$ cat config.mk
export PLATFORM = sky130hd
export DESIGN_NAME = viterbi_trellis_controller
export DESIGN_NICKNAME = d
export VERILOG_FILES = /design/src/rtl/viterbi_pkg.sv /design/src/rtl/viterbi_min4_select.sv /design/src/rtl/viterbi_trellis_controller.sv
export SDC_FILE = /design/constraint.sdc
export NUM_CORES = 1
export LEC_CHECK = 0
export ABC_AREA = 0
export CAP_MARGIN = 20
export CORE_UTILIZATION = 45
export DETAILED_ROUTE_END_ITERATION = 10
export DONT_BUFFER_PORTS = 1
export GPL_TIMING_DRIVEN = 0
export REMOVE_ABC_BUFFERS = 1
export SETUP_SLACK_MARGIN = 0.05
export SLEW_MARGIN = 15
export SYNTH_ARGS = -nofsm -noshare
export SYNTH_HDL_FRONTEND = slang
export SYNTH_SLANG_ARGS = --single-unit
$ cat constraint.sdc
create_clock -name clk -period 2.8 [get_ports clk]
set_input_delay 0.56 -clock clk [delete_from_list [all_inputs] [get_ports clk]]
set_output_delay 0.56 -clock clk [all_outputs]
set_load 0.01 [all_outputs]
$ cat src/rtl/viterbi_pkg.sv
// viterbi_pkg: shared constants, node-word field positions and FSM encoding
// for the Viterbi trellis controller.
package viterbi_pkg;
    localparam int NUM_STATES = 4;
    localparam int METRIC_W   = 5;
    localparam int METRIC_MSB = 6;
    localparam int METRIC_LSB = 2;
    localparam int FLAG_MSB   = 1;
    localparam int FLAG_LSB   = 0;

    typedef enum logic [2:0] {
        S_IDLE,
        S_WAIT_SYM,
        S_ISSUE,
        S_WAIT_PM,
        S_STORE,
        S_FINAL,
        S_DONE
    } state_t;
endpackage

$ cat src/rtl/viterbi_min4_select.sv
// viterbi_min4_select: combinational argmin over four path metrics,
// ties resolve to the lowest state index.
module viterbi_min4_select
    import viterbi_pkg::*;
(
    input  logic [NUM_STATES-1:0][METRIC_W-1:0] metrics,
    output logic [1:0]                          idx,
    output logic [METRIC_W-1:0]                 min_val
);
    logic lo_sel, hi_sel;
    logic [METRIC_W-1:0] lo, hi;

    // strict compares keep the lower index on ties at both levels
    always_comb begin
        lo_sel  = metrics[1] < metrics[0];
        hi_sel  = metrics[3] < metrics[2];
        lo      = lo_sel ? metrics[1] : metrics[0];
        hi      = hi_sel ? metrics[3] : metrics[2];
        idx     = (hi < lo) ? {1'b1, hi_sel} : {1'b0, lo_sel};
        min_val = (hi < lo) ? hi : lo;
    end
endmodule

$ cat src/rtl/viterbi_trellis_controller.sv
// viterbi_trellis_controller: sequences the 4-state path-metric step unit over a
// block of columns, stores node words to trellis memory and reports the best end state.
module viterbi_trellis_controller
    import viterbi_pkg::*;
#(
    parameter int NUM_STEPS  = 10,
    parameter int DATA_WIDTH = 8,
    parameter int ADDR_WIDTH = 6,
    parameter int INIT_BIAS  = 8
) (
    input  logic                  clk,
    input  logic                  rst,
    input  logic                  start,
    input  logic                  sym_valid,
    input  logic [1:0]            sym_data,
    output logic                  sym_ready,
    output logic                  pm_st,
    output logic [1:0]            pm_code,
    output logic [DATA_WIDTH-1:0] pm_in0,
    output logic [DATA_WIDTH-1:0] pm_in1,
    output logic [DATA_WIDTH-1:0] pm_in2,
    output logic [DATA_WIDTH-1:0] pm_in3,
    input  logic [DATA_WIDTH-1:0] pm_out0,
    input  logic [DATA_WIDTH-1:0] pm_out1,
    input  logic [DATA_WIDTH-1:0] pm_out2,
    input  logic [DATA_WIDTH-1:0] pm_out3,
    input  logic                  pm_done,
    output logic                  mem_we,
    output logic [ADDR_WIDTH-1:0] mem_addr,
    output logic [DATA_WIDTH-1:0] mem_wdata,
    output logic                  busy,
    output logic                  block_done,
    output logic [1:0]            best_state,
    output logic [METRIC_W-1:0]   best_metric,
    output logic [3:0]            step_cnt
);
    localparam logic [3:0] LAST = 4'(NUM_STEPS - 1);
    localparam logic [DATA_WIDTH-1:0] INIT_W = DATA_WIDTH'(INIT_BIAS << METRIC_LSB);
    localparam logic [NUM_STATES-1:0][DATA_WIDTH-1:0] INIT_NODES =
        {{(NUM_STATES-1){INIT_W}}, {DATA_WIDTH{1'b0}}};

    // metrics are never saturated here, so the worst-case growth must fit 5 bits
    if (NUM_STEPS < 1 || NUM_STEPS > 15 || NUM_STEPS * 2 + INIT_BIAS > 31) begin : g_bad_params
        $error("viterbi_trellis_controller: NUM_STEPS/INIT_BIAS out of range");
    end

    state_t state, next;
    logic [1:0] node;
    logic [NUM_STATES-1:0][DATA_WIDTH-1:0] nodes;
    logic [NUM_STATES-1:0][METRIC_W-1:0] metrics;
    logic [1:0] min_idx;
    logic [METRIC_W-1:0] min_val;

    for (genvar i = 0; i < NUM_STATES; i++) begin : g_m
        assign metrics[i] = nodes[i][METRIC_MSB:METRIC_LSB];
    end

    viterbi_min4_select u_min4 (
        .metrics (metrics),
        .idx     (min_idx),
        .min_val (min_val)
    );

    assign pm_in0    = nodes[0];
    assign pm_in1    = nodes[1];
    assign pm_in2    = nodes[2];
    assign pm_in3    = nodes[3];
    assign busy      = state != S_IDLE;
    assign mem_addr  = ADDR_WIDTH'({step_cnt, node});
    assign mem_wdata = DATA_WIDTH'({1'b0, nodes[node][METRIC_MSB:METRIC_LSB],
                                    nodes[node][FLAG_MSB:FLAG_LSB]});

    always_ff @(posedge clk) state <= rst ? S_IDLE : next;

    always_comb begin
        next       = state;
        sym_ready  = 1'b0;
        pm_st      = 1'b0;
        mem_we     = 1'b0;
        block_done = 1'b0;
        case (state)
            S_IDLE:     next = start ? S_WAIT_SYM : S_IDLE;
            S_WAIT_SYM: begin
                sym_ready = 1'b1;
                next      = sym_valid ? S_ISSUE : S_WAIT_SYM;
            end
            S_ISSUE:    begin
                pm_st = 1'b1;
                next  = S_WAIT_PM;
            end
            S_WAIT_PM:  next = pm_done ? S_STORE : S_WAIT_PM;
            S_STORE:    begin
                // a column in flight is dropped as soon as reset is seen
                mem_we = !rst;
                next   = (node != 2'd3) ? S_STORE : (step_cnt == LAST) ? S_FINAL : S_WAIT_SYM;
            end
            S_FINAL:    next = S_DONE;
            S_DONE:     begin
                block_done = 1'b1;
                next       = S_IDLE;
            end
            default:    next = S_IDLE;
        endcase
    end

    always_ff @(posedge clk) begin
        if (rst) begin
            step_cnt    <= '0;
            node        <= '0;
            pm_code     <= '0;
            nodes       <= INIT_NODES;
            best_state  <= '0;
            best_metric <= '0;
        end else begin
            if (state == S_IDLE && start) begin
                step_cnt <= '0;
                nodes    <= INIT_NODES;
            end
            if (state == S_WAIT_SYM && sym_valid)
                pm_code <= sym_data;
            if (state == S_WAIT_PM && pm_done)
                nodes <= {pm_out3, pm_out2, pm_out1, pm_out0};
            if (state == S_STORE) begin
                node <= node + 2'd1;
                if (node == 2'd3 && step_cnt != LAST)
                    step_cnt <= step_cnt + 4'd1;
            end
            if (state == S_FINAL) begin
                best_state  <= min_idx;
                best_metric <= min_val;
            end
        end
    end
endmodule

==> results_dict.tcl <==
set metrics [dict create \
    grt_pass1_wl_um 12350 \
    path_clk_slew_ns 0.09 \
    synth_top_area_cell "dfxtp_1" \
    grt_max_degree 57 \
    syn-instance-count 327 \
    areaGrowthSynthToFinish_pct 26.91 \
    wire_per_inst_um 18.83 \
    die_x_um 79.75 \
    skew_ns 0.004195 \
    cts_tree "done" \
    antenna_found_initial 0 \
    place_congestion 0.7882 \
    finalHoldViolCount 0 \
    cts_buffers 5 \
    syn_area_per_cell_um2 8.318 \
    ys_seq_elements 50 \
    grt.overflow.total 0 \
    drive_above_1_share_pct 35.47 \
    grt_pass1_vias 2432 \
    antenna_left 0 \
    placed_cells 374 \
    rows 27 \
    vias 2476 \
    max_freq_ghz 0.3090 \
    slew_viol_final 0 \
    rrSetupSlack_ns -0.44 \
    track_usage_pct 25.40 \
    worstSetupPathType "flop to flop" \
    ys_async_sr_fraction_pct 0 \
    finalWirelength_um 7834 \
    clock_latency_ns 0.30 \
    vdd_drop_max_v 0.0002297 \
    slowest_delay_ns 0.43 \
    yosysTopAreaCellShare_pct 36.80 \
    synth.most_common_cell "dfxtp_1" \
    clockBufferDepth 2 \
    die_y_um 79.75 \
    outcome "complete, but fails checks" \
    powerDensity_mw_per_mm2 380.4 \
    crit_family "compound AO/OA/AOI/OAI gates" \
    start_util_pct 47.93 \
    crit_path_start_kind "flop" \
    cts_root_buf "clkbuf_8" \
    syn_area_mm2 0.002720 \
    post-route-util_pct 60.82 \
    fin_nets 398 \
    setup_viol 7 \
    placement.io_buffers 0 \
    maxCapViolCount 0 \
    dr.pass1.iters 4 \
    fin_cells 416 \
    worstPathRequired_ns 3.00 \
    yosys-top-cells-area "dfxtp_1, a21oi_1, ha_1" \
    synth_edf_count 0 \
    cp-end-kind "flop" \
    ys_seq_area_share_pct 36.80 \
    drc 0 \
    arrival_ns 3.43 \
    slowest_stage "dfxtp_4" \
    path_max_fanout 5 \
    fin_hold_ws_ns 0.3123 \
    worst_slew_pin_slew_ns 0.7787 \
    core_area_mm2 0.005675 \
    viasPerCell 5.952 \
    rsz0062_at_grt "true" \
    yosys_warnings 0 \
    die_area_mm2 0.006359 \
    min_period_ns 3.236 \
    synth_common_cells "dfxtp_1, nand2_1, a21oi_1" \
    htreeDepth 2 \
    hold_buffers 0 \
    cts_sinks 50 \
    path_cells "inv_4 > ha_4 > a21oi_4 > o21ai_4 > nor2_4 > mux2i_2 > ha_4 > a21o_1 > a21o_1 > a21oi_2 > and4b_4 > nor4_4 > a311o_1" \
    n_antenna_cell 0 \
    synth_ff_type "dfxtp_1" \
    dp_hpwl_um 4496 \
    hold_path_class "primary input to flop" \
    min_period_over_period_pct 115.6 \
    slew_headroom_pct 47.96 \
    layout_setup_ws_ns -0.4362 \
    violations "setup timing" \
    initialDrtViolationCount 111 \
    synth_cell_types 44 \
    p_leak_uw 0.001204 \
    io_pins 103 \
    path_buf_inv 1 \
]
report_power, final:
part	switching (µW)	internal, µW	leakage (µW)
sequential	17.5	709	0.000412
clock	244	172	0.0000373
combinational	95.1	74.6	0.000755
total	357	956	0.00120
registers in the layout, indices dropped and copies added, names as in the netlist:
signal	flops
state	3
pm_in3	8
step_cnt	4
node	2
best_metric	5
pm_in0	8
best_state	2
pm_code	2
pm_in2	8
pm_in1	8
cells by family (layout without fill, tap and decap cells):
logic type      Yosys count  in the layout  synth area share [%]
mux                      16             16                 9.154
fa+ha+maj                15             15                 6.900
compound gates           72             72                 16.74
xor+xnor                  1              1                0.3220
flops                    50             50                 36.80
simple gates            133            134                 23.46
other cells               1              1                0.1379
buf+inv                  39             55                 6.486
metrics by stage:
step	setup slack, ns	total power [µW]	instance area (µm²)	TNS, ns
2_1_floorplan	-0.3705	829.0	2592	-1.895
3_3_place_gp	-0.8219	853.4	2683	-4.741
3_5_place_dp	-0.8142	859.7	2706	-4.752
4_1_cts	-0.2244	1303	3323	-1.194
5_1_grt	-0.4640	1366	3452	-2.855
6_report	-0.4362	1313	3452	-2.640
layout make-up:
type                    instances  area, µm²
clock buffers                   6      72.57
clock inverters                 1      7.507
fillers                       473       2223
inverters                      13      56.30
multi-input cells             239       1881
flip-flops and latches         50       1049
well taps                      72      90.09
repair buffers                 35      296.5
timing repair:
action,in CTS,in global routing
setup endpoints to repair,7,7
gates cloned,1,0
pin swaps,28,23
buffers inserted,34,3
resized for setup,76,23
worst paths after layout:
kind	start	endpoint	cells past startpoint
worst max register to register	pm_in0[6]	best_metric[1]	13
worst min register to register	pm_in0[7]	pm_in0[7]	2
worst min-delay path	rst	pm_code[1]	1
worst max-delay path	pm_in0[6]	best_metric[1]	13
cells in the final DEF (no fill, tap or decap), drive strengths merged, types with 4 or more instances in the layout:
| cell | count |
|---|---|
| dfxtp | 50 |
| nand2 | 48 |
| a21oi | 43 |
| buf | 35 |
| nand3 | 32 |
| nor2 | 22 |
| ha | 15 |
| inv | 13 |
| o21ai | 8 |
| mux2i | 8 |
| mux4 | 7 |
| a21o | 6 |
| nor3 | 6 |
| clkbuf | 6 |
| nor3b | 4 |
| a311o | 4 |
| nor4 | 4 |
metal layers:
metal,vias up,part of all wire [%],track usage (%)
met2,103,49,42.14
met5,-,0,0
met3,16,7.5,6.057
met4,0,2.4,10.00
li1,1180,-,-
met1,1177,41,31.61
(Power assumes the default switching activity.)
